--- config.mk ---
export PLATFORM = sky130hd
export DESIGN_NAME = reg_bus_responder_flat
export DESIGN_NICKNAME = d
export VERILOG_FILES = /design/src/rtl/reg_bus_pkg.sv /design/src/rtl/reg_bus_if.sv /design/src/rtl/reg_bus_regfile.sv /design/src/rtl/reg_bus_responder.sv /design/src/flat_wrapper.sv
export SDC_FILE = /design/constraint.sdc
export NUM_CORES = 1
export LEC_CHECK = 0
export BUFFER_PORTS_ARGS = -buffer_cell sky130_fd_sc_hd__clkbuf_2
export CAP_MARGIN = 20
export CORE_ASPECT_RATIO = 1.75
export CORE_UTILIZATION = 60
export DETAILED_ROUTE_END_ITERATION = 10
export GPL_TIMING_DRIVEN = 0
export HOLD_SLACK_MARGIN = 0.15
export PLACE_DENSITY = 0.88
export SYNTH_ARGS = -nofsm -noshare
export SYNTH_HDL_FRONTEND = slang
export SYNTH_SLANG_ARGS = --single-unit
--- constraint.sdc ---
create_clock -name clk -period 6.31 [get_ports clk]
set_clock_uncertainty 0.1 [all_clocks]
set_input_delay 0 -clock clk [delete_from_list [all_inputs] [get_ports clk]]
set_output_delay 0 -clock clk [all_outputs]
set_load 0.03 [all_outputs]
--- src/rtl/reg_bus_pkg.sv ---
// Shared types for the valid/ready register-access bus: responder states,
// request/response records at default widths, and default width constants.
package reg_bus_pkg;

    localparam int ADDR_W_DEF      = 8;
    localparam int DATA_W_DEF      = 32;
    localparam int NUM_REGS_DEF    = 16;
    localparam int WAIT_CYCLES_DEF = 2;

    typedef enum logic [1:0] {
        IDLE,
        WAIT,
        RESP
    } rsp_state_e;

    typedef struct packed {
        logic                      write;
        logic [ADDR_W_DEF-1:0]     addr;
        logic [DATA_W_DEF-1:0]     wdata;
        logic [DATA_W_DEF/8-1:0]   be;
    } req_t;

    typedef struct packed {
        logic [DATA_W_DEF-1:0] rdata;
        logic                  err;
    } rsp_t;

endpackage

--- src/rtl/reg_bus_if.sv ---
// Request and response channels of the register-access bus.
interface reg_bus_if
    import reg_bus_pkg::*;
#(
    parameter int ADDR_W = ADDR_W_DEF,
    parameter int DATA_W = DATA_W_DEF
);
    logic                  req_valid;
    logic                  req_ready;
    logic                  req_write;
    logic [ADDR_W-1:0]     req_addr;
    logic [DATA_W-1:0]     req_wdata;
    logic [DATA_W/8-1:0]   req_be;
    logic                  rsp_valid;
    logic                  rsp_ready;
    logic [DATA_W-1:0]     rsp_rdata;
    logic                  rsp_err;

    modport master (
        output req_valid, req_write, req_addr, req_wdata, req_be, rsp_ready,
        input  req_ready, rsp_valid, rsp_rdata, rsp_err
    );

    modport slave (
        input  req_valid, req_write, req_addr, req_wdata, req_be, rsp_ready,
        output req_ready, rsp_valid, rsp_rdata, rsp_err
    );
endinterface

--- src/rtl/reg_bus_regfile.sv ---
// NUM_REGS x DATA_W register storage: byte-enable write port and a
// combinational read port sharing one address.
module reg_bus_regfile #(
    parameter int ADDR_W   = 8,
    parameter int DATA_W   = 32,
    parameter int NUM_REGS = 16
) (
    input  logic                  clk,
    input  logic                  rst_n,
    input  logic                  we,
    input  logic [ADDR_W-1:0]     addr,
    input  logic [DATA_W-1:0]     wdata,
    input  logic [DATA_W/8-1:0]   be,
    output logic [DATA_W-1:0]     rdata
);
    localparam int BE_W = DATA_W / 8;

    logic [NUM_REGS-1:0][DATA_W-1:0] regs;

    always_ff @(posedge clk or negedge rst_n) begin
        if (!rst_n) begin
            regs <= '0;
        end else if (we) begin
            for (int r = 0; r < NUM_REGS; r++) begin
                for (int b = 0; b < BE_W; b++) begin
                    if (addr == ADDR_W'(r) && be[b])
                        regs[r][b*8 +: 8] <= wdata[b*8 +: 8];
                end
            end
        end
    end

    // Unimplemented addresses read as zero; the caller flags them as errors.
    always_comb begin
        rdata = '0;
        for (int r = 0; r < NUM_REGS; r++) begin
            if (addr == ADDR_W'(r))
                rdata = regs[r];
        end
    end

endmodule

--- src/rtl/reg_bus_responder.sv ---
// Register-bus responder: accepts one request, holds it WAIT_CYCLES wait
// states, commits it once on entry to RESP and holds the response until taken.
module reg_bus_responder
    import reg_bus_pkg::*;
#(
    parameter int ADDR_W      = ADDR_W_DEF,
    parameter int DATA_W      = DATA_W_DEF,
    parameter int NUM_REGS    = NUM_REGS_DEF,
    parameter int WAIT_CYCLES = WAIT_CYCLES_DEF
) (
    input  logic      clk,
    input  logic      rst_n,
    reg_bus_if.slave  bus
);
    localparam int BE_W = DATA_W / 8;
    localparam logic [ADDR_W:0] NUM_REGS_W = (ADDR_W+1)'(NUM_REGS);

    typedef struct packed {
        logic                write;
        logic [ADDR_W-1:0]   addr;
        logic [DATA_W-1:0]   wdata;
        logic [BE_W-1:0]     be;
    } req_l_t;

    typedef struct packed {
        logic [DATA_W-1:0] rdata;
        logic              err;
    } rsp_l_t;

    rsp_state_e         state_q, state_d;
    logic [7:0]         cnt_q, cnt_d;
    req_l_t             req_q, cur_req;
    rsp_l_t             rsp_q;
    logic               latch, commit, addr_err;
    logic [DATA_W-1:0]  rf_rdata;

    // With zero wait states the commit happens on the accept edge, so the
    // live bus request is used directly instead of the latched copy.
    always_comb begin
        if (state_q == IDLE)
            cur_req = '{write: bus.req_write, addr: bus.req_addr,
                        wdata: bus.req_wdata, be: bus.req_be};
        else
            cur_req = req_q;
    end

    // Extra top bit keeps the compare correct when NUM_REGS == 2**ADDR_W.
    assign addr_err = {1'b0, cur_req.addr} >= NUM_REGS_W;

    reg_bus_regfile #(
        .ADDR_W   (ADDR_W),
        .DATA_W   (DATA_W),
        .NUM_REGS (NUM_REGS)
    ) u_regfile (
        .clk   (clk),
        .rst_n (rst_n),
        .we    (commit && cur_req.write && !addr_err),
        .addr  (cur_req.addr),
        .wdata (cur_req.wdata),
        .be    (cur_req.be),
        .rdata (rf_rdata)
    );

    always_comb begin
        state_d = state_q;
        cnt_d   = cnt_q;
        latch   = 1'b0;
        commit  = 1'b0;
        case (state_q)
            IDLE: begin
                if (bus.req_valid) begin
                    latch = 1'b1;
                    if (WAIT_CYCLES == 0) begin
                        state_d = RESP;
                        commit  = 1'b1;
                    end else begin
                        cnt_d   = 8'(WAIT_CYCLES - 1);
                        state_d = WAIT;
                    end
                end
            end
            WAIT: begin
                if (cnt_q == 8'd0) begin
                    state_d = RESP;
                    commit  = 1'b1;
                end else begin
                    cnt_d = cnt_q - 8'd1;
                end
            end
            RESP: begin
                if (bus.rsp_ready)
                    state_d = IDLE;
            end
            default: state_d = IDLE;
        endcase
    end

    always_ff @(posedge clk or negedge rst_n) begin
        if (!rst_n) begin
            state_q <= IDLE;
            cnt_q   <= '0;
            req_q   <= '0;
            rsp_q   <= '0;
        end else begin
            state_q <= state_d;
            cnt_q   <= cnt_d;
            if (latch)
                req_q <= cur_req;
            if (commit) begin
                rsp_q.err   <= addr_err;
                rsp_q.rdata <= (cur_req.write || addr_err) ? '0 : rf_rdata;
            end else if (state_q == RESP && bus.rsp_ready) begin
                rsp_q <= '0;
            end
        end
    end

    assign bus.req_ready = (state_q == IDLE);
    assign bus.rsp_valid = (state_q == RESP);
    assign bus.rsp_rdata = rsp_q.rdata;
    assign bus.rsp_err   = rsp_q.err;

endmodule

--- src/flat_wrapper.sv ---
// flat-port wrapper written by rule: the top's interface ports become plain ports
module reg_bus_responder_flat import reg_bus_pkg::*;
#(
    parameter int ADDR_W      = ADDR_W_DEF,
    parameter int DATA_W      = DATA_W_DEF,
    parameter int NUM_REGS    = NUM_REGS_DEF,
    parameter int WAIT_CYCLES = WAIT_CYCLES_DEF
)
  (clk, rst_n, bus_req_valid, bus_req_write, bus_req_addr, bus_req_wdata, bus_req_be, bus_rsp_ready, bus_req_ready, bus_rsp_valid, bus_rsp_rdata, bus_rsp_err);
  reg_bus_if #(.ADDR_W(ADDR_W), .DATA_W(DATA_W)) bus_i ();
  input  logic clk;
  input  logic rst_n;
  input wire logic [$bits(bus_i.req_valid)-1:0] bus_req_valid;
  input wire logic [$bits(bus_i.req_write)-1:0] bus_req_write;
  input wire logic [$bits(bus_i.req_addr)-1:0] bus_req_addr;
  input wire logic [$bits(bus_i.req_wdata)-1:0] bus_req_wdata;
  input wire logic [$bits(bus_i.req_be)-1:0] bus_req_be;
  input wire logic [$bits(bus_i.rsp_ready)-1:0] bus_rsp_ready;
  output wire logic [$bits(bus_i.req_ready)-1:0] bus_req_ready;
  output wire logic [$bits(bus_i.rsp_valid)-1:0] bus_rsp_valid;
  output wire logic [$bits(bus_i.rsp_rdata)-1:0] bus_rsp_rdata;
  output wire logic [$bits(bus_i.rsp_err)-1:0] bus_rsp_err;
  assign bus_i.req_valid = bus_req_valid;
  assign bus_i.req_write = bus_req_write;
  assign bus_i.req_addr = bus_req_addr;
  assign bus_i.req_wdata = bus_req_wdata;
  assign bus_i.req_be = bus_req_be;
  assign bus_i.rsp_ready = bus_rsp_ready;
  assign bus_req_ready = bus_i.req_ready;
  assign bus_rsp_valid = bus_i.rsp_valid;
  assign bus_rsp_rdata = bus_i.rsp_rdata;
  assign bus_rsp_err = bus_i.rsp_err;
  reg_bus_responder #(.ADDR_W(ADDR_W), .DATA_W(DATA_W), .NUM_REGS(NUM_REGS), .WAIT_CYCLES(WAIT_CYCLES)) u_core (.clk(clk), .rst_n(rst_n), .bus(bus_i));
endmodule
==> results.py, run 1 <==
metrics = {
    "floorplan": {
        "start_util_pct": 60.7,
        "die-width_um": 162,
        "core_area_um2": 44200,
        "die-area_um2": 45600,
        "pin_count": 84,
        "fp.dieH_um": 282,
        "num_rows": 102,
    },
    "worst_setup_path": {
        "path_max_fanout": 10,
        "endpoint_kind": "flop",
        "worst_ep_arrival_time_ps": 5030,
        "required_ps": 6660,
        "worstSetupPathType": "reg2reg",
        "worstSetupStartpointType": "flop",
    },
    "route": {
        "viasPerCell": 6.96,
        "route.detailed.drc": 0,
        "dr.pass1.iters": 9,
        "dr_total_vias": 24000,
        "wl_um": 108000,
        "drt_iter0_markers": 3883,
        "wl_per_cell_um": 31.4,
        "drtAntennaViolNets": 0,
    },
    "power": {
        "vdd_ir_drop_max_v": 0.000322,
        "p_leak_nw": 14.4,
        "powerDensity_nw_per_um2": 327,
    },
    "run": {
        "drv_cap": 0,
    },
    "clock_network": {
        "cts_resized": 0,
        "clk_path_buf_depth": 3,
        "cts_buffers": 51,
        "clk_pin_slew_ps": 80,
        "cts_num_sinks": 600,
        "cts_tree": "built",
        "cts_max_level": 2,
        "cts_root_buffer": "clkbuf_16",
        "insertion_delay_ps": 620,
    },
    "yosys": {
        "syn-num-nets": 2673,
        "yosys.area.top_type": "dfrtp_1",
        "avgSynthCellArea_um2": 10.2,
        "synth_area_um2": 26800,
        "synth_top_area_share_pct": 56.0,
        "synthArstFlopShare_pct": 100,
        "yosysMostFrequentCell": "dfrtp_1",
        "syn_inst": 2623,
        "yosysSeqAreaShare_pct": 56.0,
        "ys_ff_latch": 600,
        "synth_edf_count": 0,
        "synth_flop_cell": "dfrtp_1",
        "synth.distinct_cells": 76,
        "yosysWarnings": 0,
        "yosys-top-cells-area": "dfrtp_1 (56%), nand2_1 (8.0%), o21ai_0 (5.9%), o21ai_2 (5.5%), a21oi_1 (2.1%)",
        "synthTopCellsByCount": "dfrtp_1 (600), nand2_1 (570), o21ai_0 (314)",
    },
    "timing": {
        "fin_crit_ps": 4680,
        "grt_setup_unrepaired": "no",
        "max_freq_mhz": 213,
        "fin_crit_sh_pct": 74.2,
        "finalHoldViolCount": 0,
        "final_max_slew_viol_count": 0,
        "setup_viol": 0,
        "worst_pin_slew_ps": 1340,
        "relSlewSlack_pct": 10.6,
    },
    "global_route": {
        "grt_pass1_vias": 23600,
        "grt_use_total_pct": 48.5,
        "antenna_found_initial": 8,
        "grt_pass1_wl_um": 156000,
        "gr-total-overflow": 0,
        "grt_max_degree": 120,
    },
    "final_layout": {
        "area_growth_pct": 14.0,
        "drive_gt1_share_pct": 19.1,
        "nets": 2886,
        "fin_cells": 3451,
        "fin_util_pct": 69.2,
    },
    "placement": {
        "hpwl_um": 72200,
        "portBuffers": 83,
        "place_inst": 3287,
        "routabilityCongestion": 1.03,
    },
    "worst_hold_path": {
        "hold_path.class": "in2reg",
    },
    "outcome": {
        "status": "complete, no violations",
    },
}
[path summary, 6_finish.rpt]
kind | slack, ps | startpoint | depth (start not counted) | end
min in group asynchronous | 530 | rst_n | 4 | u_core.u_regfile.regs[463]
max in group asynchronous | 4230 | rst_n | 6 | u_core.u_regfile.regs[343]
hold reg to reg | 380 | u_core.u_regfile.regs[217] | 2 | u_core.u_regfile.regs[217]
setup / recovery | 1630 | u_core.state_q[0] | 9 | u_core.u_regfile.regs[446]
hold / removal | 160 | bus_req_addr[1] | 4 | u_core.req_q[37]
setup reg to reg | 1630 | u_core.state_q[0] | 9 | u_core.u_regfile.regs[446]
[cell type report]
type / count / area (um^2)
Clock buffer: 69 / 1430
Inverter: 6 / 22.5
Fill cell: 3339 / 13600
Sequential cell: 600 / 15000
Clock inverter: 23 / 288
Buffer: 202 / 1250
Timing Repair Buffer: 160 / 1300
Multi-Input combinational cell: 1815 / 10500
Tap cell: 572 / 716
Antenna cell: 4 / 10.0
[worst max-delay path, cell delays in order, from the launching register on]
cell	delay [ps]
dfrtp_1	400
or2_1	230
buf_2	160
inv_2	60
buf_4	180
buf_1	670
buf_2	580
mux2i_1	1060
clkbuf_1	880
a21oi_1	160
[state kept, by name, indices dropped and copies added (netlist names)]
| register | cells |
|---|---|
| u_core.u_regfile.regs | 512 |
| u_core.req_q | 45 |
| u_core.bus.rsp_rdata | 32 |
| u_core.cnt_q | 8 |
| u_core.state_q | 2 |
| u_core.bus.rsp_err | 1 |
[stage by stage]
step / area [um^2] / setup TNS, ps / setup WS [ps] / power, W / hold slack (ps)
after detailed placement: 28100 / 0 / 1950 / 0.00649 / 61.3
after global placement: 27900 / -4846890 / -8170 / 0.00642 / 117
after global routing: 30600 / 0 / 1700 / 0.0102 / 216
final: 30600 / 0 / 1630 / 0.00999 / 163
after CTS: 30500 / 0 / 1930 / 0.00978 / 151
after floorplan: 26800 / 0 / 3310 / 0.00548 / -396
[per-layer routing]
metal	up-vias	share of wire (%)	GRT usage (%)
li1	9788	-	-
met2	1940	44	72.7
met1	11600	32	53.8
met3	714	12	16.1
met5	-	0.095	0
met4	12	12	47.1
[logic make-up (layout without fill, tap and decap cells)]
group           after synthesis  count (layout)  synth area share [%]
compound gates              920             920                  22.9
simple gates                836             836                  14.1
flops                       600             600                  56.0
buf+inv                     208             460                  4.75
mux                          53              53                  2.04
xor+xnor                      5               5                 0.163
fa+ha+maj                     1               1                0.0466
other cells                   0               4                     0
[repair_timing]
item / in CTS / in global routing
hold buffers: 62 / 0
hold endpoints to repair: 582 / 0
buffers inserted: 0 / 0
[layout by cell type (no fill, tap or decap), drive strengths merged, types with 3 or more instances in the layout]
cell         synthesis  routed
nand2              610     610
buf                130     146
clkinv               0      10
o31ai               12      12
a222oi              31      31
o22ai               22      22
nor3                19      19
a21boi               3       3
clkbuf              72     224
nor2               118     118
clkinvlp             0       3
diode                0       4
a211oi               3       3
inv                  6      10
o22a                 5       5
a31oi                7       7
a221o               10      10
and3                19      19
mux2                13      13
nand3               29      29
bufinv               0       6
a22oi               64      64
a21oi              112     112
nand2b               5       5
o211ai              13      13
or4b                 3       3
o2bb2ai              3       3
mux2i               40      40
dlygate4sd3          0      61
o21ai              533     533
o221ai              15      15
xor2                 3       3
or4                  5       5
a2111oi              8       8
a22o                19      19
nand4               12      12
or2                  3       3
a221oi              45      45
or3                  4       4
dfrtp              600     600
[report_power, final]
group / leakage (nW) / internal (W) / total (W) / switching [W]
sequential: 8.23 / 0.00402 / 0.00415 / 0.000132
clock: 0.846 / 0.00184 / 0.00335 / 0.00150
combinational: 5.28 / 0.000509 / 0.00249 / 0.00198
Note: power is estimated with default switching activity, not from simulation.
==> run 2: changes to the inputs <==
--- a/config.mk
+++ b/config.mk
@@ -8,11 +8,11 @@
 export BUFFER_PORTS_ARGS = -buffer_cell sky130_fd_sc_hd__clkbuf_2
 export CAP_MARGIN = 20
 export CORE_ASPECT_RATIO = 1.75
-export CORE_UTILIZATION = 60
+export CORE_UTILIZATION = 56
 export DETAILED_ROUTE_END_ITERATION = 10
 export GPL_TIMING_DRIVEN = 0
 export HOLD_SLACK_MARGIN = 0.15
-export PLACE_DENSITY = 0.88
+export PLACE_DENSITY = 0.87
 export SYNTH_ARGS = -nofsm -noshare
 export SYNTH_HDL_FRONTEND = slang
 export SYNTH_SLANG_ARGS = --single-unit
==> constraint.sdc (replaced) <==
create_clock -name clk -period 3.9 [get_ports clk]
set_clock_uncertainty 0.1 [all_clocks]
set_input_delay 0 -clock clk [delete_from_list [all_inputs] [get_ports clk]]
set_output_delay 0 -clock clk [all_outputs]
set_load 0.03 [all_outputs]
==> run 2 against run 1 <==
Compared with the run above:
- the run now ends with negative setup slack left
- final cell count grew 0.64%
- via count is 0.16% lower
- global-route usage shrank 2.4 points
- sequential power grew 62%
- cell area up 1.6%
- clock-buffer cell count grew 6
- power rose by 67%
- largest cell class unchanged
==> results.py, run 2 (same netlist as run 1, synthesis figures left out) <==
metrics = {
    "clock_network": {
        "clk_path_buf_depth": 3,
        "clk_pin_slew_ps": 70,
        "cts_tree": "built",
        "cts_root_buffer": "clkbuf_16",
        "cts_buffers": 54,
        "cts_num_sinks": 600,
        "cts_max_level": 2,
        "insertion_delay_ps": 630,
    },
    "global_route": {
        "antenna_found_initial": 5,
        "grt_pass1_vias": 24100,
        "grt_pass1_wl_um": 160000,
        "grt_max_degree": 120,
        "gr-total-overflow": 0,
        "grt_use_total_pct": 46.1,
    },
    "timing": {
        "fin_crit_ps": 4010,
        "setup_viol": 2,
        "worst_pin_slew_ps": 1220,
        "tns_ps": -113,
        "max_freq_mhz": 250,
        "worst_slack_ps": -106,
        "relSlewSlack_pct": 18.9,
        "grt_setup_unrepaired": "yes",
        "fin_crit_sh_pct": 103,
        "finalHoldViolCount": 0,
        "whs_ps": 261,
        "final_max_slew_viol_count": 0,
    },
    "worst_setup_path": {
        "r2r_setup_slack_ps": -110,
        "worst_ep_arrival_time_ps": 4410,
        "cp_num_buf_inv": 3,
        "path_cells": "buf_1 > or4_1 > o31ai_4 > and3_1 > buf_2 > buf_1 > a221oi_1 > o31ai_1 > a21oi_2 > o31ai_1",
        "slowest_delay_ps": 920,
        "worstSetupPathType": "reg2reg",
        "cp_slowest_cell": "buf_1",
        "path_delay_family": "buffers and inverters",
        "endpoint_kind": "flop",
        "required_ps": 4300,
        "worstSetupStartpointType": "flop",
        "path_max_fanout": 10,
    },
    "final_layout": {
        "drive_gt1_share_pct": 21.0,
        "final_cell_mix": "dfrtp_1 (600), nand2_1 (569), o21ai_0 (312)",
        "top_register": "u_core.u_regfile.regs",
        "largest_reg_flops": 512,
        "multi_input_area_um2": 10700,
        "seq_area_um2": 15000,
        "layout.cells.most_common": "dfrtp_1",
        "area_growth_pct": 15.8,
        "nets": 2891,
        "fin_util_pct": 66.0,
        "fillers": 3633,
    },
    "route": {
        "drtAntennaViolNets": 0,
        "drt-met1-wl_um": 35000,
        "drt_iter0_markers": 3486,
        "wl_per_cell_um": 31.9,
        "dr.pass1.iters": 6,
        "dr_total_vias": 24000,
        "viasPerCell": 6.90,
        "wl_um": 111000,
        "met3_length_um": 12600,
        "route.detailed.drc": 0,
        "wl_met2_um": 50200,
        "routed.top_layer": "met5",
    },
    "placement": {
        "portBuffers": 83,
        "hpwl_um": 75300,
        "routabilityCongestion": 1.03,
    },
    "power": {
        "powerDensity_nw_per_um2": 537,
        "p_sw_w": 0.00599,
        "vdd_ir_drop_max_v": 0.000682,
        "combPwrFrac_pct": 25.2,
        "power.share.clock_pct": 34.6,
        "total_power_w": 0.0167,
        "p_leak_nw": 14.6,
        "sw_frac_of_total_pct": 35.9,
        "seq_power_share_pct": 40.3,
        "p_int_w": 0.0107,
    },
    "floorplan": {
        "num_rows": 105,
        "core_area_um2": 47000,
        "die-area_um2": 48800,
        "die-width_um": 167,
        "pin_count": 84,
        "start_util_pct": 57.0,
        "fp.dieH_um": 291,
    },
    "outcome": {
        "status": "finished with violations",
        "violations": "negative setup slack",
    },
    "run": {
        "drv_cap": 0,
    },
    "worst_hold_path": {
        "hold_path.class": "in2reg",
    },
}
[run 2: worst paths after layout]
| check | start | end | cells past startpoint |
|---|---|---|---|
| max | u_core.state_q[1] | u_core.bus.rsp_rdata[14] | 10 |
| min | bus_req_wdata[13] | u_core.u_regfile.regs[461] | 4 |
| max reg2reg | u_core.state_q[1] | u_core.bus.rsp_rdata[14] | 10 |
| min reg2reg | u_core.u_regfile.regs[198] | u_core.u_regfile.regs[198] | 2 |
| max in group asynchronous | rst_n | u_core.u_regfile.regs[169] | 6 |
| min in group asynchronous | rst_n | u_core.u_regfile.regs[225] | 4 |
[run 2: repair_timing]
| action | in CTS | in global routing |
|---|---|---|
| setup endpoints to repair | 296 | 104 |
| buffers inserted | 0 | 0 |
| resized for setup | 33 | 73 |
| hold buffers | 63 | 0 |
| pin swaps | 0 | 0 |
| hold endpoints to repair | 447 | 0 |
[run 2: worst register-to-register path: cells and delay by family (launching register included)]
kind / cells / cell delay, ps
AOI/OAI and AO/OA: 5 / 1120
buffers and inverters: 3 / 1490
DFF: 1 / 370
and+or+nand+nor: 2 / 830
[run 2: power groups by stage]
stage                     Sequential [W]  Clock (W)  Combinational (W)
after detailed placement         0.00680          0            0.00378
after CTS                        0.00670    0.00573            0.00391
after global routing             0.00674    0.00597            0.00429
after floorplan                  0.00676          0            0.00210
after global placement           0.00679          0            0.00367
final                            0.00672    0.00577            0.00420
[run 2: cell type report]
| type | instances | area share, % |
|---|---|---|
| sequential | 600 | 48.4 |
| inverter | 6 | 0.0725 |
| clock inverter | 24 | 1.06 |
| antenna | 1 | 0.00806 |
| timing repair buffer | 164 | 4.45 |
| tap | 588 | 2.37 |
| clock buffer | 75 | 5.03 |
| multi-input combinational | 1815 | 34.3 |
| buffer | 200 | 4.32 |
[run 2: stage by stage]
step           std cells  setup WS [ps]  instance area [um^2]
3_3_place_gp        3294         -10670                 28000
4_1_cts             3469           12.6                 30800
6_report            3473           -106                 31000
3_5_place_dp        3307           -565                 28200
5_1_grt             3472          -29.8                 31000
2_1_floorplan       2623            900                 26800
[run 2: routing by layer]
metal | global-route usage, % | vias up
met5 | 0 | -
met4 | 44.6 | 8
met3 | 13.1 | 668
met2 | 70.9 | 1915
met1 | 50.8 | 11600
li1 | - | 9793
